## src/rtl/mips_ctrl_pkg.sv

```systemverilog
// Shared types and encodings for the multicycle MIPS main controller.
// State enum, opcode values, datapath select codes and trap causes.
package mips_ctrl_pkg;

  typedef enum logic [3:0] {
    S_IDLE,
    S_FETCH,
    S_DECODE,
    S_MEM_ADDR,
    S_MEM_READ,
    S_MEM_WB,
    S_MEM_WRITE,
    S_EXEC_R,
    S_ALU_WB,
    S_ADDI_EXEC,
    S_ADDI_WB,
    S_BRANCH,
    S_JUMP,
    S_TRAP
  } state_t;

  localparam logic [5:0] OP_RTYPE = 6'b000000;
  localparam logic [5:0] OP_LW    = 6'b100011;
  localparam logic [5:0] OP_SW    = 6'b101011;
  localparam logic [5:0] OP_BEQ   = 6'b000100;
  localparam logic [5:0] OP_J     = 6'b000010;
  localparam logic [5:0] OP_ADDI  = 6'b001000;

  localparam logic [1:0] ALUOP_ADD   = 2'b00;
  localparam logic [1:0] ALUOP_SUB   = 2'b01;
  localparam logic [1:0] ALUOP_FUNCT = 2'b10;

  localparam logic [1:0] SRCB_REGB   = 2'b00;
  localparam logic [1:0] SRCB_FOUR   = 2'b01;
  localparam logic [1:0] SRCB_IMM    = 2'b10;
  localparam logic [1:0] SRCB_IMM_SH = 2'b11;

  localparam logic [1:0] PCSRC_ALU    = 2'b00;
  localparam logic [1:0] PCSRC_ALUOUT = 2'b01;
  localparam logic [1:0] PCSRC_JUMP   = 2'b10;

  localparam logic [1:0] TRAP_NONE    = 2'b00;
  localparam logic [1:0] TRAP_ILLEGAL = 2'b01;
  localparam logic [1:0] TRAP_TIMEOUT = 2'b10;

  // True in the last cycle of an instruction, where it retires.
  function automatic logic is_end(state_t s, logic mem_ready);
    return (s inside {S_MEM_WB, S_ALU_WB, S_ADDI_WB,
                      S_BRANCH, S_JUMP})
        || (s == S_MEM_WRITE && mem_ready);
  endfunction

endpackage

```

## src/rtl/mips_multicycle_ctrl.sv

```systemverilog
// Main control FSM of the multicycle MIPS core.
// Sequences ALU, memory, IR and regfile; traps on bad opcodes/timeouts.
module mips_multicycle_ctrl
  import mips_ctrl_pkg::*;
#(
  parameter int WAIT_TIMEOUT = 16,
  parameter int CNT_W        = 32
) (
  input  logic             clk,
  input  logic             reset,
  input  logic             start,
  input  logic             halt,
  input  logic [5:0]       opcode,
  input  logic             zeroflag,
  input  logic             mem_ready,
  output logic             PCWrite,
  output logic             PCWriteCond,
  output logic             IorD,
  output logic             MemRead,
  output logic             MemWrite,
  output logic             IRWrite,
  output logic             MemToReg,
  output logic             RegDst,
  output logic             RegWrite,
  output logic             ALUSrcA,
  output logic [1:0]       ALUSrcB,
  output logic [1:0]       ALUOp,
  output logic [1:0]       PCSource,
  output logic             busy,
  output logic             trap,
  output logic [1:0]       trap_cause,
  output logic [CNT_W-1:0] instret
);

  localparam int WC_W = $clog2(WAIT_TIMEOUT + 1);

  state_t          state, state_d;
  logic [1:0]      cause_d;
  logic [WC_W-1:0] wcnt;
  logic            wait_st;
  logic            timeout;
  logic            end_cyc;

  // zeroflag gates the PC write in the datapath, not here.
  logic unused_zeroflag;
  assign unused_zeroflag = zeroflag;

  assign wait_st = state inside {S_FETCH, S_MEM_READ, S_MEM_WRITE};
  assign timeout = wait_st && !mem_ready
                && (wcnt == WC_W'(WAIT_TIMEOUT - 1));
  assign end_cyc = is_end(state, mem_ready);

  always_ff @(posedge clk) begin
    if (reset) begin
      state      <= S_IDLE;
      trap_cause <= TRAP_NONE;
    end else begin
      state      <= state_d;
      trap_cause <= cause_d;
    end
  end

  always_ff @(posedge clk) begin
    if (reset || state_d != state)
      wcnt <= '0;
    else if (wait_st && !mem_ready)
      wcnt <= wcnt + 1'b1;
  end

  always_ff @(posedge clk) begin
    if (reset)
      instret <= '0;
    else if (end_cyc)
      instret <= instret + CNT_W'(1);
  end

  always_comb begin
    state_d = state;
    cause_d = trap_cause;
    unique case (state)
      S_IDLE:
        if (start) state_d = S_FETCH;
      S_FETCH:
        if (mem_ready) state_d = S_DECODE;
        else if (timeout) begin
          state_d = S_TRAP;
          cause_d = TRAP_TIMEOUT;
        end
      S_DECODE:
        unique case (1'b1)
          (opcode == OP_RTYPE): state_d = S_EXEC_R;
          (opcode == OP_LW),
          (opcode == OP_SW):    state_d = S_MEM_ADDR;
          (opcode == OP_BEQ):   state_d = S_BRANCH;
          (opcode == OP_J):     state_d = S_JUMP;
          (opcode == OP_ADDI):  state_d = S_ADDI_EXEC;
          default: begin
            state_d = S_TRAP;
            cause_d = TRAP_ILLEGAL;
          end
        endcase
      S_MEM_ADDR:
        state_d = (opcode == OP_SW) ? S_MEM_WRITE : S_MEM_READ;
      S_MEM_READ:
        if (mem_ready) state_d = S_MEM_WB;
        else if (timeout) begin
          state_d = S_TRAP;
          cause_d = TRAP_TIMEOUT;
        end
      S_MEM_WRITE:
        if (!mem_ready && timeout) begin
          state_d = S_TRAP;
          cause_d = TRAP_TIMEOUT;
        end
      S_EXEC_R:    state_d = S_ALU_WB;
      S_ADDI_EXEC: state_d = S_ADDI_WB;
      default: ;
    endcase
    if (end_cyc)
      state_d = halt ? S_IDLE : S_FETCH;
  end

  always_comb begin
    PCWrite     = 1'b0;
    PCWriteCond = 1'b0;
    IorD        = 1'b0;
    MemRead     = 1'b0;
    MemWrite    = 1'b0;
    IRWrite     = 1'b0;
    MemToReg    = 1'b0;
    RegDst      = 1'b0;
    RegWrite    = 1'b0;
    ALUSrcA     = 1'b0;
    ALUSrcB     = SRCB_REGB;
    ALUOp       = ALUOP_ADD;
    PCSource    = PCSRC_ALU;
    busy        = !(state inside {S_IDLE, S_TRAP});
    trap        = (state == S_TRAP);
    unique case (state)
      S_FETCH: begin
        MemRead = 1'b1;
        ALUSrcB = SRCB_FOUR;
        IRWrite = mem_ready;
        PCWrite = mem_ready;
      end
      S_DECODE:
        ALUSrcB = SRCB_IMM_SH;
      S_MEM_ADDR, S_ADDI_EXEC: begin
        ALUSrcA = 1'b1;
        ALUSrcB = SRCB_IMM;
      end
      S_MEM_READ: begin
        MemRead = 1'b1;
        IorD    = 1'b1;
      end
      S_MEM_WB: begin
        MemToReg = 1'b1;
        RegWrite = 1'b1;
      end
      S_MEM_WRITE: begin
        MemWrite = 1'b1;
        IorD     = 1'b1;
      end
      S_EXEC_R: begin
        ALUSrcA = 1'b1;
        ALUOp   = ALUOP_FUNCT;
      end
      S_ALU_WB: begin
        RegDst   = 1'b1;
        RegWrite = 1'b1;
      end
      S_ADDI_WB:
        RegWrite = 1'b1;
      S_BRANCH: begin
        ALUSrcA     = 1'b1;
        ALUOp       = ALUOP_SUB;
        PCWriteCond = 1'b1;
        PCSource    = PCSRC_ALUOUT;
      end
      S_JUMP: begin
        PCWrite  = 1'b1;
        PCSource = PCSRC_JUMP;
      end
      default: ;
    endcase
  end

endmodule

```

## config.mk

```make
export PLATFORM = sky130hd
export DESIGN_NAME = mips_multicycle_ctrl
export DESIGN_NICKNAME = d
export VERILOG_FILES = /design/src/rtl/mips_ctrl_pkg.sv /design/src/rtl/mips_multicycle_ctrl.sv
export SDC_FILE = /design/constraint.sdc
export NUM_CORES = 1
export LEC_CHECK = 0
export ABC_AREA = 1
export CORE_ASPECT_RATIO = 0.5
export CORE_MARGIN = 3
export CORE_UTILIZATION = 40
export DETAILED_ROUTE_END_ITERATION = 10
export HOLD_SLACK_MARGIN = 0.06
export PLACE_DENSITY = 0.66
export SLEW_MARGIN = 10
export SYNTH_ARGS = -nofsm -noshare
export SYNTH_HDL_FRONTEND = slang
export SYNTH_SLANG_ARGS = --single-unit
```

## constraint.sdc

```tcl
create_clock -name clk -period 2.39 [get_ports clk]
set_input_delay 0.478 -clock clk [delete_from_list [all_inputs] [get_ports clk]]
set_output_delay 0.478 -clock clk [all_outputs]
set_load 0.02 [all_outputs]
```

---- Word level (Yosys, flattened, before mapping) ----
Cells that the tools add are included.
word-level totals
  input bits .............................. 12
  logic and storage cells ................. 80
  flip-flop bits (word level) ............. 43
operators by class
  eq/ne operators ......................... 24
  add/sub/neg operators ................... 2
  reduce and logical (&&, ||, !) cells .... 22
  multiplexer cells ....................... 28
operator list
  cell                   count
  $add 32x1->32 const B  1
  $pmux 4 s8             1
  $eq 4x4->1 const B     6
  $mux 4                 6
  $pmux 4 s5             1
  $eq 4x3->1 const B     4
  $eq 6x6->1 const B     2
  $pmux 2 s3             2
  $mux 1                 10
  $mux 2                 5
  $eq 4x2->1 const B     2
  $pmux 2 s2             2
  $reduce_or 2->1        4
  $eq 6x2->1 const B     1
  $eq 6x3->1 const B     1
  $eq 6x4->1 const B     1
  $logic_not 6->1        1
  $reduce_bool 3->1      2
  $reduce_or 6->1        1
  $add 5x1->5 const B    1
  $eq 5x4->1 const B     1
  $reduce_and 5->1       1
  $reduce_bool 5->1      1
  $eq 4x1->1 const B     1
  11 further kinds       18

---- Depth between registers and ports, before layout ----
  word-level depth ........................ 10
  mapped depth ............................ 13
  depth with buffers taken out ............ 13

---- Worst setup path before layout ----
No wires, ideal clock.
  path type ............................... register to register
  start ................................... register instret[0]
  end ..................................... register instret[22]
  buffers on the path ..................... 0
  arrival time ............................ 1766 ps
  stages on the path, launching flop included .. 12
  path slack .............................. 495 ps
  cell sequence ........................... dfxtp_1 ha_1 inv_1 nor3_1 inv_1 nor2_1 nand2_1 inv_2 nand3_1 nor2_1 nand2_1 nor3b_2
on the way
  word-level cells in the longest chain between the ends .. 1
ends and longest elaborated chain
  what                      line                        source
  start: declaration        mips_multicycle_ctrl.sv:32  output logic [CNT_W-1:0] instret
  start signal: assignment  mips_multicycle_ctrl.sv:74  instret <= instret + CNT_W'(1);
  $add 32x1->32             mips_multicycle_ctrl.sv:74
No other way between the ends.
A chain may end at the register's enable or synchronous reset.

---- Final worst setup path ----
  start ................................... input mem_ready
  end ..................................... output IRWrite
on the way
  word-level cells in the longest chain between the ends .. 1
ends and longest elaborated chain
  what                line                         source
  start: declaration  mips_multicycle_ctrl.sv:15   input logic mem_ready,
  $mux 1              mips_multicycle_ctrl.sv:139  unique case (state)
  end: declaration    mips_multicycle_ctrl.sv:21   output logic IRWrite,
No other way between the ends.

==> flow_summary.yaml <==
critical_path:
  ff2ff_path_depth: 11
  crit_top_cell: "clkdlybuf4s50_1"
  slowest_stage: "clkdlybuf4s50_1"
  critPathCaptureType: "primary output"
  slowest_delay_ns: 0.64
  worstPathRequired_ns: 1.91
  arrival_ns: 1.85
  startpoint: "mem_ready"
  cp_max_fo: 3
  startpoint_type: "input pin"
  rr_startpoint: "instret[0]$_SDFFE_PP0N_"
  path_cells: "clkdlybuf4s50_1 > inv_1 > nor2_1 > clkdlybuf4s50_1"
  worstSetupPathType: "in2out"
run:
  maxCapViolations: 0
cells_and_area:
  drive_above_1_share: 0.1074
  fin_util: 0.5762
  syn_to_final_growth_pct: 33.95
  n_antenna_cell: 0
  nFillCells: 622
  layout.nets: 498
  instances_no_fill: 572
yosys:
  ys_types: 40
  syn_area_per_cell_sq_um: 6.552
  ys_warn_count: 0
  synth_edf_count: 0
  syn-cell-area_sq_um: 2713
  synth_nets: 429
  seq_area_frac_synth: 0.3173
  synth_top_flop_cell: "dfxtp_1"
  ys_async_sr_fraction: 0
  postSynthCellCount: 414
  ys_ff_latch: 43
die:
  die_w_um: 122.5
  die_area_sq_um: 7866
  rows: 20
  initial_core_util: 0.4302
  io_pins: 64
  coreArea_sq_um: 6306
  die_y_um: 64.23
place:
  io_buffers: 62
  place.gp.congestion: 0.8362
  dpl.cell_count: 564
  place_hpwl_mm: 5.140
status:
  outcome: "finished, final reports clean"
clocking:
  insertion_delay_ns: 0.28
  cts_root_buffer: "clkbuf_16"
  path_clk_slew_ns: 0.06
  cts_buffer_depth: 2
  cts_tree: "done"
  htree_num_levels: 2
  cts_buffers: 5
  cts.sinks: 43
  cts_setup_buffers: 0
power:
  p_leak_nw: 1.533
  irDropWorstVdd_uv: 368.8
  p_per_area_nw_per_um2: 749.3
global_routing:
  antenna_found_initial: 0
  grt_first_pass_wirelength_mm: 11.23
  first_global_vias: 2464
  grt_max_degree: 27
  grtUsageTotal: 0.1741
  grt_overflow: 0
timing:
  skew_ns: 0.002675
  period_minus_slack_ns: 2.329
  finalCritPeriodShare: 0.9745
  worstMarginPinSlew_ns: 0.3933
  setup_viol: 0
  slew_headroom: 0.7358
  max_freq_mhz: 429.4
  final-hold-violation-count: 0
  slew_viol_final: 0
  rsz0062_at_grt: "false"
detailed_routing:
  drt_pre_antenna_iters: 5
  drt-initial-drc-count: 192
  wl_per_cell_um: 11.66
  vias: 2736
  vias_per_cell: 4.783
  totalWireLength_mm: 6.670
  drc_errors: 0
  drtAntennaViolNets: 0
hold_path:
  holdPathStages: 1
  worst_hold_path_type: "reg2reg"
  hp-start: "instret[31]$_SDFFE_PP0N_"
path summary, 6_finish.rpt:
path	endpoint	slack (ns)
setup / recovery	IRWrite	0.06
hold / removal	instret[31]$_SDFFE_PP0N_	0.46
setup reg to reg	instret[22]$_SDFFE_PP0N_	0.22
hold reg to reg	instret[31]$_SDFFE_PP0N_	0.46
metrics by stage:
stage / instance area (sq um) / power [W] / TNS (ns) / hold slack, ns / setup slack, ns
6_report: 3633 / 0.002722 / 0 / 0.4575 / 0.06103
3_5_place_dp: 3460 / 0.002043 / -0.02209 / 0.4439 / -0.02209
3_3_place_gp: 3460 / 0.002033 / -0.005432 / 0.4394 / -0.005432
4_1_cts: 3618 / 0.002746 / 0 / 0.4543 / 0.03118
2_1_floorplan: 2713 / 0.001647 / 0 / 0.5209 / 0.4951
5_1_grt: 3633 / 0.002908 / 0 / 0.4904 / 0.003253
report_power, final:
group / internal (W) / switching [W]
sequential: 0.000769 / 0.0000617
combinational: 0.000425 / 0.000758
clock: 0.000445 / 0.000265
total: 0.00164 / 0.00108
cell usage after synthesis (2+ instances only):
cell,number,area (sq um)
inv_1,52,195.2
clkbuf_1,4,15.01
buf_4,2,15.01
a31oi_1,2,12.51
nor3b_1,2,15.01
dfxtp_1,43,860.8
xor2_1,13,113.9
nand2_1,92,345.3
nor2_4,2,22.52
nand4_1,8,50.05
nor4_1,2,12.51
a21oi_1,25,125.1
nand2_2,6,37.54
xnor2_1,2,17.52
o21ai_1,3,15.01
o21ai_0,12,60.06
nor3_2,8,80.08
nand3_4,2,35.03
inv_2,7,26.28
nand3_1,27,135.1
nor2_1,60,225.2
o21a_1,4,30.03
buf_2,2,10.01
nor3_1,15,75.07
nor2_2,2,12.51
ha_1,3,37.54
layout by cell type (no fill, tap or decap), types with 2 or more instances in the layout:
cell and n:
nor2_2 3, inv_1 52, xor2_1 13, o21ai_0 12
clkbuf_8 2, nor3_1 15, nand3_4 2, nor3b_1 2
o21a_1 4, nand3_1 27, xnor2_1 2, nor3_2 8
a31oi_1 2, nand4_1 8, buf_4 9, nor2_4 2
inv_2 7, dlymetal6s2s_1 6, o21ai_1 3, nand2_2 6
nand2_1 92, clkdlybuf4s50_1 55, a21oi_1 25, nor4_1 2
dfxtp_1 42, clkbuf_16 5, nor2_1 59, ha_1 3
sequential cells by signal (all words and copies together) (netlist names):
signal      count
instret        32
state           4
trap_cause      2
wcnt            5
logic make-up after synthesis:
logic type | after synthesis | synth area share
adder cells (fa/ha/maj) | 3 | 0.01384
flip-flops | 43 | 0.3173
buffers and inverters | 68 | 0.1006
multiplexers | 1 | 0.003690
XOR/XNOR | 15 | 0.04843
AND/OR/NAND/NOR | 236 | 0.4207
AO/OA/AOI/OAI | 48 | 0.09548
area by class of cell:
class                      instances  area [sq um]  area share
multi-input combinational        303          1582      0.4353
sequential                        43         862.1      0.2373
tap                               88         110.1     0.03030
clock buffer                       8         156.4     0.04304
timing repair buffer              71         701.9      0.1932
inverter                          59         221.5     0.06095
critical path: cells and delay by family:
kind	cells	cell delay [ns]
buf+inv	3	1.18
simple gates	1	0.19
routing by layer:
| metal | wire (um) | track usage | part of all wire |
|---|---|---|---|
| met1 | 3452 | 0.2500 | 0.52 |
| met2 | 2842 | 0.2741 | 0.43 |
| met3 | 331 | 0.02918 | 0.050 |
| met4 | 43 | 0.03626 | 0.0064 |
| met5 | 0 | 0 | 0 |
timing repair:
action,in CTS,in global routing
hold buffers,0,0
gates resized for setup,3,6
endpoints found under the setup margin,3,6
(Power assumes the default switching activity.)
